### config.mk
export PLATFORM = sky130hd
export DESIGN_NAME = pipe_ctrl
export DESIGN_NICKNAME = d
export VERILOG_FILES = /design/src/rtl/pipe_ctrl_pkg.sv /design/src/rtl/pipe_ctrl_hazard_detect.sv /design/src/rtl/pipe_ctrl.sv
export SDC_FILE = /design/constraint.sdc
export NUM_CORES = 1
export LEC_CHECK = 0
export ABC_AREA = 0
export BUFFER_PORTS_ARGS = -buffer_cell sky130_fd_sc_hd__buf_2
export CORE_AREA = 2 2 102 104
export CTS_CLUSTER_DIAMETER = 200
export DETAILED_ROUTE_END_ITERATION = 8
export DIE_AREA = 0 0 104 106
export GPL_TIMING_DRIVEN = 0
export PLACE_DENSITY = 0.67
export RECOVER_POWER = 100
export SETUP_SLACK_MARGIN = 0.15
export SLEW_MARGIN = 20
export SYNTH_ARGS = -nofsm -noshare
export SYNTH_HDL_FRONTEND = slang
export SYNTH_HIERARCHICAL = 1
export SYNTH_SLANG_ARGS = --single-unit
### constraint.sdc
create_clock -name clk_i -period 4.78 [get_ports clk_i]
set_clock_uncertainty 0.05 [all_clocks]
set_input_delay 0.956 -clock clk_i [delete_from_list [all_inputs] [get_ports clk_i]]
set_output_delay 0.956 -clock clk_i [all_outputs]
set_load 0.005 [all_outputs]
### src/rtl/pipe_ctrl_pkg.sv
// Shared Y86-64 encodings (icodes, stats, RNONE), run-state codes and FSM state type
// for the pipeline control block.
package pipe_ctrl_pkg;

    localparam logic [3:0] INOP    = 4'h1;
    localparam logic [3:0] IMRMOVQ = 4'h5;
    localparam logic [3:0] IJXX    = 4'h7;
    localparam logic [3:0] IRET    = 4'h9;
    localparam logic [3:0] IPOPQ   = 4'hB;

    localparam logic [3:0] RNONE   = 4'hF;

    localparam logic [2:0] SAOK    = 3'd1;
    localparam logic [2:0] SHLT    = 3'd2;
    localparam logic [2:0] SADR    = 3'd3;
    localparam logic [2:0] SINS    = 3'd4;

    localparam logic [1:0] RS_RUN    = 2'd0;
    localparam logic [1:0] RS_DRAIN  = 2'd1;
    localparam logic [1:0] RS_HALTED = 2'd2;
    localparam logic [1:0] RS_EXC    = 2'd3;

    typedef enum logic [2:0] {
        StRun,
        StDrain,
        StHalted,
        StStep,
        StExc
    } run_st_e;

    function automatic logic is_fault(input logic [2:0] stat);
        return (stat == SADR) || (stat == SINS) || (stat == SHLT);
    endfunction

endpackage

### src/rtl/pipe_ctrl_hazard_detect.sv
// hazard_detect: combinational load/use, ret, mispredict and exception terms
// for the five-stage Y86-64 pipeline.
module hazard_detect
    import pipe_ctrl_pkg::*;
(
    input  logic [3:0] i_D_icode,
    input  logic [3:0] i_d_srcA,
    input  logic [3:0] i_d_srcB,
    input  logic [3:0] i_E_icode,
    input  logic [3:0] i_E_dstM,
    input  logic       i_e_Cnd,
    input  logic [3:0] i_M_icode,
    input  logic [2:0] i_m_stat,
    input  logic [2:0] i_W_stat,
    output logic       o_lu,
    output logic       o_ret,
    output logic       o_mp,
    output logic       o_exc,
    output logic       o_w_fault
);

    logic w_e_load;

    assign w_e_load  = (i_E_icode == IMRMOVQ) || (i_E_icode == IPOPQ);
    // RNONE must never alias a register read, even if srcA/srcB also carry RNONE.
    assign o_lu      = w_e_load && (i_E_dstM != RNONE) &&
                       ((i_E_dstM == i_d_srcA) || (i_E_dstM == i_d_srcB));
    assign o_ret     = (i_D_icode == IRET) || (i_E_icode == IRET) || (i_M_icode == IRET);
    assign o_mp      = (i_E_icode == IJXX) && !i_e_Cnd;
    assign o_w_fault = is_fault(i_W_stat);
    assign o_exc     = is_fault(i_m_stat) || o_w_fault;

endmodule

### src/rtl/pipe_ctrl.sv
// pipe_ctrl: Y86-64 stall/bubble strobes, debug run/halt/step FSM and retire counter.
// Define PIPE_PERF_CNT_EN to build the cycle, load/use and mispredict counters.
module pipe_ctrl
    import pipe_ctrl_pkg::*;
#(
    parameter int unsigned CNT_W = 32
) (
    input  logic             clk_i,
    input  logic             rst_i,
    input  logic [3:0]       D_icode_i,
    input  logic [3:0]       d_srcA_i,
    input  logic [3:0]       d_srcB_i,
    input  logic [3:0]       E_icode_i,
    input  logic [3:0]       E_dstM_i,
    input  logic             e_Cnd_i,
    input  logic [3:0]       M_icode_i,
    input  logic [2:0]       m_stat_i,
    input  logic [3:0]       W_icode_i,
    input  logic [2:0]       W_stat_i,
    input  logic             dbg_halt_i,
    input  logic             dbg_step_i,
    input  logic             dbg_resume_i,
    output logic             F_stall_o,
    output logic             D_stall_o,
    output logic             D_bubble_o,
    output logic             E_bubble_o,
    output logic             M_bubble_o,
    output logic             W_stall_o,
    output logic [1:0]       run_state_o,
    output logic             halted_o,
    output logic [CNT_W-1:0] retire_cnt_o,
    output logic [CNT_W-1:0] cycle_cnt_o,
    output logic [CNT_W-1:0] lu_cnt_o,
    output logic [CNT_W-1:0] mp_cnt_o
);

    logic             w_lu;
    logic             w_ret;
    logic             w_mp;
    logic             w_exc;
    logic             w_w_fault;
    logic             w_fz;
    logic             w_pipe_empty;
    logic             w_retire;
    run_st_e          r_state;
    run_st_e          w_state_nxt;
    logic [CNT_W-1:0] r_retire_cnt;

    hazard_detect u_hazard_detect (
        .i_D_icode (D_icode_i),
        .i_d_srcA  (d_srcA_i),
        .i_d_srcB  (d_srcB_i),
        .i_E_icode (E_icode_i),
        .i_E_dstM  (E_dstM_i),
        .i_e_Cnd   (e_Cnd_i),
        .i_M_icode (M_icode_i),
        .i_m_stat  (m_stat_i),
        .i_W_stat  (W_stat_i),
        .o_lu      (w_lu),
        .o_ret     (w_ret),
        .o_mp      (w_mp),
        .o_exc     (w_exc),
        .o_w_fault (w_w_fault)
    );

    // STEP is the one frozen-mode cycle that lets a single fetch through.
    assign w_fz = (r_state == StDrain) || (r_state == StHalted) || (r_state == StExc);

    // lu and mp both decode E_icode exclusively, so D_stall and D_bubble never collide.
    assign F_stall_o  = w_lu | w_ret | w_fz;
    assign D_stall_o  = w_lu;
    assign D_bubble_o = w_mp | (!w_lu & (w_ret | w_fz));
    assign E_bubble_o = w_mp | w_lu;
    assign M_bubble_o = w_exc;
    assign W_stall_o  = w_w_fault;

    assign w_pipe_empty = (D_icode_i == INOP) && (E_icode_i == INOP) && (M_icode_i == INOP)
                          && !w_lu;

    always_comb begin
        w_state_nxt = r_state;
        case (r_state)
            StRun:    if (dbg_halt_i) w_state_nxt = StDrain;
            StDrain:  if (w_pipe_empty) w_state_nxt = StHalted;
            StHalted: begin
                if (dbg_resume_i) begin
                    w_state_nxt = StRun;
                end else if (dbg_step_i) begin
                    w_state_nxt = StStep;
                end
            end
            StStep:   w_state_nxt = StDrain;
            StExc:    w_state_nxt = StExc;
            default:  w_state_nxt = StRun;
        endcase
        if (W_stat_i != SAOK) begin
            w_state_nxt = StExc;
        end
    end

    always_ff @(posedge clk_i) begin
        if (rst_i) begin
            r_state <= StRun;
        end else begin
            r_state <= w_state_nxt;
        end
    end

    always_comb begin
        run_state_o = RS_RUN;
        case (r_state)
            StRun:    run_state_o = RS_RUN;
            StDrain:  run_state_o = RS_DRAIN;
            StStep:   run_state_o = RS_DRAIN;
            StHalted: run_state_o = RS_HALTED;
            StExc:    run_state_o = RS_EXC;
            default:  run_state_o = RS_RUN;
        endcase
    end

    assign halted_o = (r_state == StHalted);

    assign w_retire = (W_icode_i != INOP) && (W_stat_i == SAOK) && !w_w_fault;

    always_ff @(posedge clk_i) begin
        if (rst_i) begin
            r_retire_cnt <= '0;
        end else if (w_retire) begin
            r_retire_cnt <= r_retire_cnt + CNT_W'(1);
        end
    end

    assign retire_cnt_o = r_retire_cnt;

`ifdef PIPE_PERF_CNT_EN
    logic             w_active;
    logic [CNT_W-1:0] r_cycle_cnt;
    logic [CNT_W-1:0] r_lu_cnt;
    logic [CNT_W-1:0] r_mp_cnt;

    assign w_active = (r_state == StRun) || (r_state == StDrain) || (r_state == StStep);

    always_ff @(posedge clk_i) begin
        if (rst_i) begin
            r_cycle_cnt <= '0;
            r_lu_cnt    <= '0;
            r_mp_cnt    <= '0;
        end else begin
            if (w_active) r_cycle_cnt <= r_cycle_cnt + CNT_W'(1);
            if (w_lu)     r_lu_cnt    <= r_lu_cnt + CNT_W'(1);
            if (w_mp)     r_mp_cnt    <= r_mp_cnt + CNT_W'(1);
        end
    end

    assign cycle_cnt_o = r_cycle_cnt;
    assign lu_cnt_o    = r_lu_cnt;
    assign mp_cnt_o    = r_mp_cnt;
`else
    assign cycle_cnt_o = '0;
    assign lu_cnt_o    = '0;
    assign mp_cnt_o    = '0;
`endif

endmodule
### Yosys cells after proc, flatten, opt, wreduce, memory -nomap -nowiden

Index checks and enable logic that the tools add are counted.

| cells by class | value |
|---|---|
| bitwise logic cells | 6 |
| divide/modulo/power cells | 0 |
| multiplexer cells | 7 |
| eq/ne operators | 31 |
| shifts and indexed selects | 0 |
| reductions and logical operators | 27 |
| $mul | 0 |
| order comparisons | 0 |
| add/sub/neg operators | 1 |

Operator list:

| kind | number |
|---|---|
| adder 32 x 1 -> 32 bit, second input constant | 1 |
| == test 3 x 2 -> 1 bit, second input constant | 6 |
| == test 4 bit, second input constant | 4 |
| 2-to-1 mux 3 bit | 5 |
| case mux 3 bit (5 select lines) | 1 |
| == test 4 x 1 -> 1 bit, second input constant | 3 |
| logical OR 1 bit | 11 |
| == test 3 bit, second input constant | 3 |
| == test 4 x 3 -> 1 bit, second input constant | 2 |
| == test 4 bit | 2 |
| logical AND 1 bit | 8 |
| == test 3 x 1 -> 1 bit, second input constant | 2 |
| inequality test 3 bit, second input constant | 2 |
| case mux 2 bit (3 select lines) | 1 |
| AND reduction 3 bit | 2 |
| OR 1 bit | 5 |
| inequality test 2 bit, second input constant | 2 |
| inequality test 4 x 1 -> 1 bit, second input constant | 1 |
| inequality test 4 x 3 -> 1 bit, second input constant | 1 |
| inequality test 4 bit, second input constant | 1 |
| OR reduction 2 bit | 2 |
| zero test 1 bit | 3 |
| zero test 3 bit | 1 |
| inequality test 3 x 1 -> 1 bit, second input constant | 1 |
| 2 further kinds | 2 |

| word-level totals | value |
|---|---|
| output and inout port bits | 137 |
| memories | 0 |
| RAM bits | 0 |
| register bits after elaboration | 35 |
| bits of input ports | 40 |
| logic and storage cells | 75 |
| bits in read-only memories | 0 |
| latch bits | 0 |

### Logic depth before layout (Yosys ltp)

| logic depth | value |
|---|---|
| depth after elaboration | 9 |
| mapped depth | 7 |

### Modules after synthesis

Netlist, hierarchy kept.

Modules (own cells, without submodules):

| module | times used | area each (um^2) | cells each |
|---|---|---|---|
| pipe_ctrl | 1 | 2613.8 | 326 |
| hazard_detect | 1 | 207.7 | 26 |

### Worst setup path before layout

Ideal clock, no wire load.

| path | value |
|---|---|
| path type | input-to-output |
| from | input E_icode_i[2] |
| to | output D_bubble_o |
| path buffers | 0 |
| stages on the path | 4 |
| data arrival time | 1752 ps |
| path slack | 2022 ps |
| cell sequence | and4bb_1 or3_1 nor3_1 o21bai_1 |

| on the way | value |
|---|---|
| elaborated cells between the ends (all ways) | 14 |

RTL lines:

| item | RTL line | text |
|---|---|---|
| start, declared | pipe_ctrl.sv:13 | `input logic [3:0] E_icode_i,` |
| == test 4 bit | pipe_ctrl_hazard_detect.sv:28 | `assign o_ret = (i_D_icode == IRET) \|\| (i_E_icode == IRET) \|\| (i_M_icode == IRET);` |
| logical OR 1 bit (2 in a row) | pipe_ctrl_hazard_detect.sv:28 |  |
| net w_ret | pipe_ctrl.sv:38 | `logic w_ret;` |
| OR 1 bit | pipe_ctrl.sv:72 | `assign D_bubble_o = w_mp \| (!w_lu & (w_ret \| w_fz));` |
| AND 1 bit | pipe_ctrl.sv:72 |  |
| OR 1 bit | pipe_ctrl.sv:72 |  |
| end, declared | pipe_ctrl.sv:25 | `output logic D_bubble_o,` |

The timed path passes the listed nets, and every way through them passes these cells.

### Final worst setup path

| path | value |
|---|---|
| from | input E_icode_i[1] |
| to | output D_bubble_o |

The elaborated chain is that of the path after synthesis.

==> impl_summary.log <==
[metrics] run status: complete, no violations
[metrics] Lkg Pwr: 1.77 nW
[metrics] final-report setup violation count: 0
[metrics] Pwr per Cell Area: 176 nW/µm²
[metrics] Hold Violations, Final: 0
[metrics] clock period minus final worst setup slack: 3.20 ns
[metrics] clock latency of the later-clocked register in the worst-skew pair: 0.28 ns
[metrics] global route total overflow: 0
[metrics] area share of the largest cell type after synthesis: 0.255
[metrics] achievable frequency: 313 MHz
[metrics] average wire per standard cell: 11.0 µm
[metrics] routed via count divided by cell count: 4.14
[metrics] number of gates resized after cts: 0
[metrics] number of antenna violations at the first check in global routing: 0
[metrics] number of placement rows: 37
[metrics] max_cap viols: 0
[metrics] prevailing post-synth register cell: sky130_fd_sc_hd__dfxtp_1
[metrics] global-route wire length before repair: 11.4 mm
[metrics] drc violations: 0
[metrics] critical path arrival: 2.19 ns
[metrics] cell type with the highest aggregate area in the netlist: sky130_fd_sc_hd__buf_4
[metrics] max-slew headroom at the worst pin: 0.626
[metrics] Die Area: 11000 µm²
[metrics] Slew @ Worst Pin: 0.560 ns
[metrics] YS warnings: 6
[metrics] Setup TNS: 0 ns
[metrics] library cells used by synthesis: 43
[metrics] antenna diode count: 0
[metrics] highest ir drop seen on vdd: 0.114 mV
[metrics] final WL: 7.38 mm
[metrics] crit start category: input port
[metrics] worst endpoint required time: 3.77 ns
[metrics] fraction of layout cells with a size suffix above 1: 0.312
[metrics] Crit. End Element: output port
[metrics] HP Class: reg2reg
[metrics] Post-CTS Setup Inserts: 0
[metrics] most common cell in the netlist: sky130_fd_sc_hd__buf_4
[metrics] post-route cell area: 3800 µm²
[metrics] count of nets left with antenna violations after detail routing: 0
[metrics] Place WS: 1.51 ns
[metrics] Overall Global Routing Usage: 0.123
[metrics] routability cong.: 0.817
[metrics] # nets final: 575
[metrics] maximum number of pins on one net before global-route repair: 11
[metrics] Starting Density: 0.282
[metrics] CTS Sinks: 35
[metrics] top-level I/O count: 177
[metrics] core area: 10000 µm²
[metrics] Post-synth EDFFs: 0
[metrics] TritonCTS clock tree: done
[metrics] clk buf depth: 2
[metrics] DP HPWL: 6.05 mm
[metrics] number of vias after detailed routing: 2777
[metrics] gate count of the mapped netlist: 352
[metrics] Port-buffer cells: 80
[metrics] cts hold-fix bufs: 0
[metrics] 1st-pass router iterations: 4
[metrics] ys async rst share: 0
[metrics] clock transition at the register clock pins on the worst setup and hold paths after CTS: 0.07 ns
[metrics] FF+latch count, synth: 35
[metrics] critical-path maximum fanout: 5
[metrics] width of the die: 104 µm
[metrics] mean instance size in the synthesized netlist: 8.02 µm²
[metrics] Area contributors post-synth: sky130_fd_sc_hd__buf_4, sky130_fd_sc_hd__dfxtp_1, sky130_fd_sc_hd__a21oi_1
[metrics] area of the mapped netlist: 2820 µm²
[metrics] die outline height: 106 µm
[metrics] minimum setup slack in the final design: 1.58 ns
[metrics] placed inst area: 3750 µm²
[metrics] root buffer cell: sky130_fd_sc_hd__clkbuf_8
[metrics] register area share after synthesis: 0.248
[metrics] CTS buffer count: 5
[metrics] via count of the first global-routing pass: 2360
[metrics] Crit Path Class: in2out
[metrics] max-slew violation count: 0
[metrics] count of H-tree levels built during CTS: 2
[metrics] period utilisation layout: 0.669
[metrics] initial detailed-routing violation count: 138
[metrics] list of most frequent post-synthesis cells: sky130_fd_sc_hd__buf_4, sky130_fd_sc_hd__dfxtp_1, sky130_fd_sc_hd__a21oi_1
[metrics] Layout Area Growth over Synthesis: 34.7%
[metrics] RSZ-0062 raised after global routing: false
==> area by class of cell <==
class                           count  area, µm²
Multi-Input combinational cell    300       1680
Buffer                            108        768
Clock buffer                        8        100
Sequential cell                    35        701
Inverter                            4       15.0
Timing Repair Buffer               80        363
Fill cell                        1068       6200
Tap cell                          136        170
==> through the flow <==
stage	power, mW	instances	hold slack, ns	util
2_1_floorplan	0.402	447	0.426	-
3_3_place_gp	0.435	663	0.429	0.375
3_5_place_dp	0.437	663	0.434	0.375
4_1_cts	0.672	671	0.445	0.385
5_1_grt	0.701	671	0.476	0.380
6_report	0.668	671	0.443	0.380
==> worst paths after layout <==
path               startpoint                to  slack, ns  cells past startpoint
max              E_icode_i[1]        D_bubble_o       1.58                      6
min          retire_cnt_o[14]  retire_cnt_o[14]       0.44                      2
max reg2reg  retire_cnt_o[11]  retire_cnt_o[24]       2.57                      5
min reg2reg  retire_cnt_o[14]  retire_cnt_o[14]       0.44                      2
==> flip-flops by register name, indices dropped and copies added (netlist names) <==
| register | cells |
|---|---|
| r_state | 3 |
| retire_cnt_o | 32 |
==> routing by layer <==
layer,track usage,vias to the layer above,share of wire
li1,-,1432,-
met1,0.132,1220,0.39
met2,0.238,121,0.51
met3,0.0417,4,0.099
met4,0.0183,0,0.0046
met5,0,-,0
==> cells by family (layout without fill, tap and decap cells) <==
family / after synthesis / count (layout) / share of synthesized area
DFF: 35 / 35 / 0.248
AOI/OAI and AO/OA: 46 / 46 / 0.0953
adders and majority gates: 1 / 1 / 0.00443
and+or+nand+nor: 134 / 134 / 0.290
muxes: 11 / 11 / 0.0448
other: 1 / 96 / 0.00133
buffers and inverters: 112 / 200 / 0.278
xor gates and xnor gates: 12 / 12 / 0.0373
==> power by group <==
group | switching, mW | total [mW] | internal (mW)
clock network | 0.105 | 0.236 | 0.132
registers | 0.000707 | 0.293 | 0.293
logic | 0.0603 | 0.138 | 0.0778
==> cell usage in the layout (no fill, tap or decap), types with 2 or more instances in the layout <==
cell type                   n
sky130_fd_sc_hd__o31ai_1   10
sky130_fd_sc_hd__nor4bb_1   3
sky130_fd_sc_hd__nor4_1    11
sky130_fd_sc_hd__buf_4     96
sky130_fd_sc_hd__and3_1     2
sky130_fd_sc_hd__or4_1     10
sky130_fd_sc_hd__nand3_1   17
sky130_fd_sc_hd__buf_2     52
sky130_fd_sc_hd__and2_1     2
sky130_fd_sc_hd__mux2_2     9
sky130_fd_sc_hd__dfxtp_1   35
sky130_fd_sc_hd__o21a_1     2
sky130_fd_sc_hd__xnor2_1   11
sky130_fd_sc_hd__nor3b_1    4
sky130_fd_sc_hd__and4_1     6
sky130_fd_sc_hd__conb_1    96
sky130_fd_sc_hd__or3_1     10
sky130_fd_sc_hd__nor2_1    18
sky130_fd_sc_hd__o21ai_0   10
sky130_fd_sc_hd__nor3_1     5
sky130_fd_sc_hd__clkbuf_1  40
sky130_fd_sc_hd__nand4_1   13
sky130_fd_sc_hd__nor2b_1   11
sky130_fd_sc_hd__a21oi_1   21
sky130_fd_sc_hd__clkbuf_8   7
sky130_fd_sc_hd__nand2_1   13
sky130_fd_sc_hd__inv_1      4
==> critical path, cell delays in order <==
cell and delay [ns]:
sky130_fd_sc_hd__clkbuf_1 0.18, sky130_fd_sc_hd__and4bb_1 0.21, sky130_fd_sc_hd__or3_1 0.31, sky130_fd_sc_hd__nor3_1 0.28, sky130_fd_sc_hd__o21bai_1 0.13, sky130_fd_sc_hd__clkbuf_1 0.13
No activity file was read; power rests on OpenSTA's default activity.
